==> src/rtl/f8_sim_sequencer.sv <==
// f8_sim_sequencer: run controller for f8 system-level tests.
// Sequences the system reset, counts run cycles, watches trap/pass/timeout
// events and ends every run in a sticky, encoded verdict.
module f8_sim_sequencer #(
    parameter int RESET_CYCLES   = 5,
    parameter int TIMEOUT_CYCLES = 2045,
    parameter int DRAIN_CYCLES   = 5,
    parameter int NUM_TRAPS      = 1,
    parameter int CNT_W          = $clog2(TIMEOUT_CYCLES + 1),
    parameter int ID_W           = (NUM_TRAPS > 1) ? $clog2(NUM_TRAPS) : 1
) (
    input  logic                 clk,
    input  logic                 power_on_reset,
    input  logic [NUM_TRAPS-1:0] trap,
    input  logic                 pass_req,
    output logic                 sys_reset,
    output logic                 running,
    output logic                 done,
    output logic [1:0]           status,
    output logic [ID_W-1:0]      trap_id,
    output logic [CNT_W-1:0]     cycles
);

    typedef enum logic [1:0] {
        S_RESET,
        S_RUN,
        S_DRAIN,
        S_DONE
    } state_t;

    typedef enum logic [1:0] {
        ST_NONE    = 2'b00,
        ST_PASS    = 2'b01,
        ST_TRAP    = 2'b10,
        ST_TIMEOUT = 2'b11
    } status_t;

    localparam int RST_W = (RESET_CYCLES > 1) ? $clog2(RESET_CYCLES) : 1;
    localparam int DRN_W = (DRAIN_CYCLES > 1) ? $clog2(DRAIN_CYCLES) : 1;

    // Terminal counts, pre-sized to their counters.
    localparam logic [RST_W-1:0] RST_LAST = RST_W'(RESET_CYCLES - 1);
    localparam logic [DRN_W-1:0] DRN_LAST = DRN_W'(DRAIN_CYCLES - 1);
    localparam logic [CNT_W-1:0] CYC_LAST = CNT_W'(TIMEOUT_CYCLES - 1);

    // With no drain window the verdict goes straight to DONE.
    localparam state_t EXIT_STATE = (DRAIN_CYCLES > 0) ? S_DRAIN : S_DONE;

    state_t            state_q, state_d;
    logic [RST_W-1:0]  rst_cnt_q, rst_cnt_d;
    logic [DRN_W-1:0]  drn_cnt_q, drn_cnt_d;
    logic [CNT_W-1:0]  cycles_d;
    logic [1:0]        status_d;
    logic [ID_W-1:0]   trap_id_d;
    logic              trap_any;
    logic [ID_W-1:0]   trap_low;

    // Lowest-index set trap bit; scanning downward lets the lowest win.
    always_comb begin
        trap_any = |trap;
        trap_low = '0;
        for (int i = NUM_TRAPS - 1; i >= 0; i--) begin
            if (trap[i]) trap_low = ID_W'(i);
        end
    end

    // Next-state and next-output logic for the run FSM.
    always_comb begin
        // NOTE: every target gets a default first so no path leaves it unassigned (no latches).
        state_d   = state_q;
        rst_cnt_d = rst_cnt_q;
        drn_cnt_d = drn_cnt_q;
        cycles_d  = cycles;
        status_d  = status;
        trap_id_d = trap_id;

        case (state_q)
            S_RESET: begin
                if (rst_cnt_q == RST_LAST) state_d = S_RUN;
                else                       rst_cnt_d = rst_cnt_q + RST_W'(1);
            end
            S_RUN: begin
                if (trap_any) begin
                    status_d  = ST_TRAP;
                    trap_id_d = trap_low;
                    state_d   = EXIT_STATE;
                end else if (pass_req) begin
                    status_d = ST_PASS;
                    state_d  = EXIT_STATE;
                end else if (cycles == CYC_LAST) begin
                    status_d = ST_TIMEOUT;
                    state_d  = EXIT_STATE;
                end else begin
                    cycles_d = cycles + CNT_W'(1);
                end
            end
            S_DRAIN: begin
                if (drn_cnt_q == DRN_LAST) state_d = S_DONE;
                else                       drn_cnt_d = drn_cnt_q + DRN_W'(1);
            end
            S_DONE: begin
                // Sticky: only power_on_reset leaves this state.
            end
            default: state_d = S_RESET;
        endcase
    end

    // State, counters and registered outputs; power_on_reset acts immediately.
    always_ff @(posedge clk or posedge power_on_reset) begin
        if (power_on_reset) begin
            state_q   <= S_RESET;
            rst_cnt_q <= '0;
            drn_cnt_q <= '0;
            cycles    <= '0;
            status    <= ST_NONE;
            trap_id   <= '0;
            sys_reset <= 1'b1;
            running   <= 1'b0;
            done      <= 1'b0;
        end else begin
            // NOTE: non-blocking assignments so every flop samples pre-edge values.
            state_q   <= state_d;
            rst_cnt_q <= rst_cnt_d;
            drn_cnt_q <= drn_cnt_d;
            cycles    <= cycles_d;
            status    <= status_d;
            trap_id   <= trap_id_d;
            sys_reset <= (state_d == S_RESET);
            running   <= (state_d == S_RUN);
            // done is raised from the settled DONE state, one edge after entry.
            done      <= (state_q == S_DONE);
        end
    end

endmodule

==> config.mk <==
export PLATFORM = sky130hd
export DESIGN_NAME = f8_sim_sequencer
export DESIGN_NICKNAME = d
export VERILOG_FILES = /design/src/rtl/f8_sim_sequencer.sv
export SDC_FILE = /design/constraint.sdc
export NUM_CORES = 1
export LEC_CHECK = 0
export ABC_AREA = 1
export BUFFER_PORTS_ARGS = -buffer_cell sky130_fd_sc_hd__buf_4
export CORE_UTILIZATION = 45
export CTS_CLUSTER_DIAMETER = 80
export DETAILED_ROUTE_END_ITERATION = 6
export PLACE_DENSITY = 0.75
export SLEW_MARGIN = 40
export SYNTH_ARGS = -nofsm -noshare
export SYNTH_HDL_FRONTEND = slang
export SYNTH_SLANG_ARGS = --single-unit
==> constraint.sdc <==
create_clock -name clk -period 3.8 [get_ports clk]
set_input_delay 0.57 -clock clk [delete_from_list [all_inputs] [get_ports clk]]
set_output_delay 0.57 -clock clk [all_outputs]
set_load 0.01 [all_outputs]
==> Flow_metrics.wiki <==
{| class="wikitable"
! Metric !! Value
|-
| Status || finished, final reports clean
|-
| Final antenna diode count || 0
|-
| Number of placement rows || 18
|-
| Reg2reg start || cycles[0]$_DFFE_PP0P_
|-
| Via count of the first global-routing pass || around 890
|-
| Required time reported for the critical path endpoint || between 4000 and 5000 ps
|-
| Number of clock buffers inserted by TritonCTS || 3
|-
| Worst Path Class, Setup || reg2reg
|-
| Warning count from the yosys run || 0
|-
| Cts repair resizes || 0
|-
| Count of different cell masters after synthesis || 19
|-
| Total count of max-transition violations in the final report || 0
|-
| Clock latency at the later pin of the worst-skew pair || 310 ps
|-
| Cell Area, Synth || about 0.0013 mm²
|-
| Highest clock rate || 623.3 MHz
|-
| Global-route wire length before repair || approximately 3600 µm
|-
| Unrepaired setup endpoints after global routing || no
|-
| Final setup violation count || 0
|-
| Share of the synthesized area in the top cell type || a little under half
|-
| Effective utilization at floorplan || approximately half
|-
| Post-detail-place hpwl || approximately 1700 µm
|-
| Clock skew || 5.617 ps
|-
| Post-CTS setup repair buffer count || 0
|-
| Critical Path Max Stage Delay || around 460 ps
|-
| Kind of launch point of the worst setup path || register
|-
| Die height || ~55 µm
|-
| Final design utilization || 56.78%
|-
| Gate Count Post-Synth || around 160
|-
| Layout overhead on the synthesized area || 15.50%
|-
| Total stage count of the critical path || 9
|-
| Total global routing track utilization || between 10% and 20%
|-
| Cell-by-cell listing of the critical path || inv_1 > ha_1 > inv_1 > nor2_1 > nand3_2 > nand3_2 > inv_2 > nand2_1 > nand2_1
|-
| Clock tree root buffer cell || clkbuf_4
|-
| CP arrival || between 1500 and 2000 ps
|-
| H-tree Lvls || 1
|-
| Total number of vias || ~1000
|-
| Slowest cell on the critical path || dfrtp_1
|-
| Layout cell share with drive strength beyond 1 || between 10% and 20%
|-
| Post-synth top area cell || dfrtp_1
|-
| Horiz. Die Dim || ~55 µm
|-
| Worst hold slack after final layout || 272.6 ps
|-
| CTS tree || done
|-
| Die outline area || between 0.002 and 0.003 mm²
|-
| Quantity of hold-fixing buffers added after cts || 0
|-
| Number of nets in the finished design || between 150 and 200
|-
| Min-delay worst type || in2async
|-
| Non-filler instance count after layout || between 200 and 250
|-
| Worst path buffer plus inverter count || 3
|-
| Setup Total Neg Slack || 0 ps
|-
| Setup crit end kind || register
|-
| Number of placed instances, taps included || around 200
|-
| Initial antenna violation count || 0
|-
| Most common cell after layout, fill and taps aside || nand2_1
|-
| Worst voltage drop across the vdd grid || 0.2189 mV
|-
| Logic depth of the worst register-to-register path || 9
|-
| Top library cells by usage in the layout, fill and taps aside || 61 x nand2_1, 23 x dfrtp_1, 19 x buf_4
|-
| Aggregate global routing overflow || 0
|-
| Pin count of the biggest net entering global routing || 25
|-
| Sequential fraction of the synthesis area || between 40 and 50%
|-
| Critical path's top delay family || simple AND/OR/NAND/NOR gates
|-
| Drt drc || 0
|-
| Terminus of the critical flop-to-flop path || cycles[8]$_DFFE_PP0P_
|-
| Buffers from clock root to sink, at most || 2
|-
| Wire per inst || 10.49 µm
|-
| Remaining antenna violation count || 0
|-
| Count of buffers from port buffering || 19
|-
| Max-cap violations || 0
|-
| Per-cell via count in the routed design || around 4.8
|-
| Post-Synthesis Net Count || 166
|-
| CTS Sinks || 24
|-
| Final estimated routing congestion in global placement || 0.8566
|-
| Filler instances || approximately 240
|-
| Clock transition at the register clock pins on the worst setup and hold paths after CTS || around 130 ps
|-
| Critical path destination || cycles[8]$_DFFE_PP0P_
|-
| Flop and latch count out of synthesis || 24
|-
| Number of primary I/O pins || 21
|-
| Core area || 0.002545 mm²
|-
| Aggregate routed wire length || 2172 µm
|-
| Count of final hold-check violations || 0
|-
| Launching element of the worst setup path || cycles[0]$_DFFE_PP0P_
|-
| Leakage || a little under 0.8 nW
|-
| Final critical delay including setup and external delays || 1604 ps
|-
| Maximum fanout along the worst path || 15
|-
| First-pass iteration count of the detailed router || 4
|-
| Final Total Pwr || around 0.39 mW
|-
| Worst setup slack for register-to-register paths || roughly 2200 ps
|-
| Fin crit share || a little over two fifths
|-
| Synthesized area per cell || between 8 and 9 µm²
|-
| PD cells || between 200 and 300 mW/mm²
|-
| Cell types with the largest area share after synthesis || dfrtp_1 46%, nand2_1 18%, ha_1 6.0%
|-
| Initial DRC count || 19
|}
## how the worst min path moves through the flow
stage,slack (ps),endpoint,cells past startpoint,start
finish,270,cycles[3]$_DFFE_PP0P_,2,power_on_reset
global route,310,cycles[1]$_DFFE_PP0P_,2,power_on_reset
CTS,290,rst_cnt_q[0]$_DFFE_PP0P_,2,power_on_reset
detailed placement,460,rst_cnt_q[2]$_DFFE_PP0P_,1,rst_cnt_q[2]$_DFFE_PP0P_
global placement,460,drn_cnt_q[2]$_DFFE_PP0P_,1,drn_cnt_q[2]$_DFFE_PP0P_
floorplan,440,rst_cnt_q[2]$_DFFE_PP0P_,1,rst_cnt_q[2]$_DFFE_PP0P_
## logic make-up after synthesis
family	share of synthesized area (%)
flops	48.10
compound gates	2.000
simple gates	28.80
fa+ha+maj	6.000
xor+xnor	7.000
buf+inv	7.800
other cells	0.2997
## layer usage
metal,wire [µm],GRT usage (%),vias to the layer above
met2,1120,29.12,20
met3,75,3.333,2
met4,11,6.410,0
li1,-,-,513
met5,0,0,-
met1,964,21.42,463
## per-stage QoR
stage                     cell area [µm²]  setup WS (ps)
final                                1445           2196
after global routing                 1445           2053
after CTS                            1445           2182
after detailed placement             1409           2210
after global placement               1409           2273
after floorplan                      1251           2452
## cell usage after synthesis (all sizes together)
| master | number |
|---|---|
| conb | 1 |
| xor2 | 2 |
| buf | 2 |
| nand3 | 9 |
| ha | 6 |
| dfrtp | 23 |
| nor3 | 1 |
| nand4 | 2 |
| o21ai | 4 |
| nand2 | 61 |
| dfstp | 1 |
| nor2 | 15 |
| a21oi | 1 |
| inv | 20 |
| xnor2 | 8 |
## power by group
part	switching [mW]	internal, mW	leakage (nW)	total [mW]
sequential	0	0.255	0.316	0.255
combinational	0.00727	0.00262	0.441	0.00989
clock	0.0711	0.0584	0.0210	0.130
total	0.0783	0.316	0.778	0.395
## sequential cells by signal (all words and copies together) (netlist names), named ones only
register / cells
cycles: 11
state_q: 1
sys_reset: 1
rst_cnt_q: 3
status: 2
done: 1
running: 1
drn_cnt_q: 3
## final cells by class
cell class                 instances  area, µm²  share of cell area, %
sequential                        24      601.8                  41.64
inverter                          20      75.07                  5.195
tap                               30      37.54                  2.597
timing repair buffer              19      142.6                  9.870
multi-input combinational        110      551.8                  38.18
clock buffer                       4      36.28                  2.511
Power figures use the tool's default switching activity.
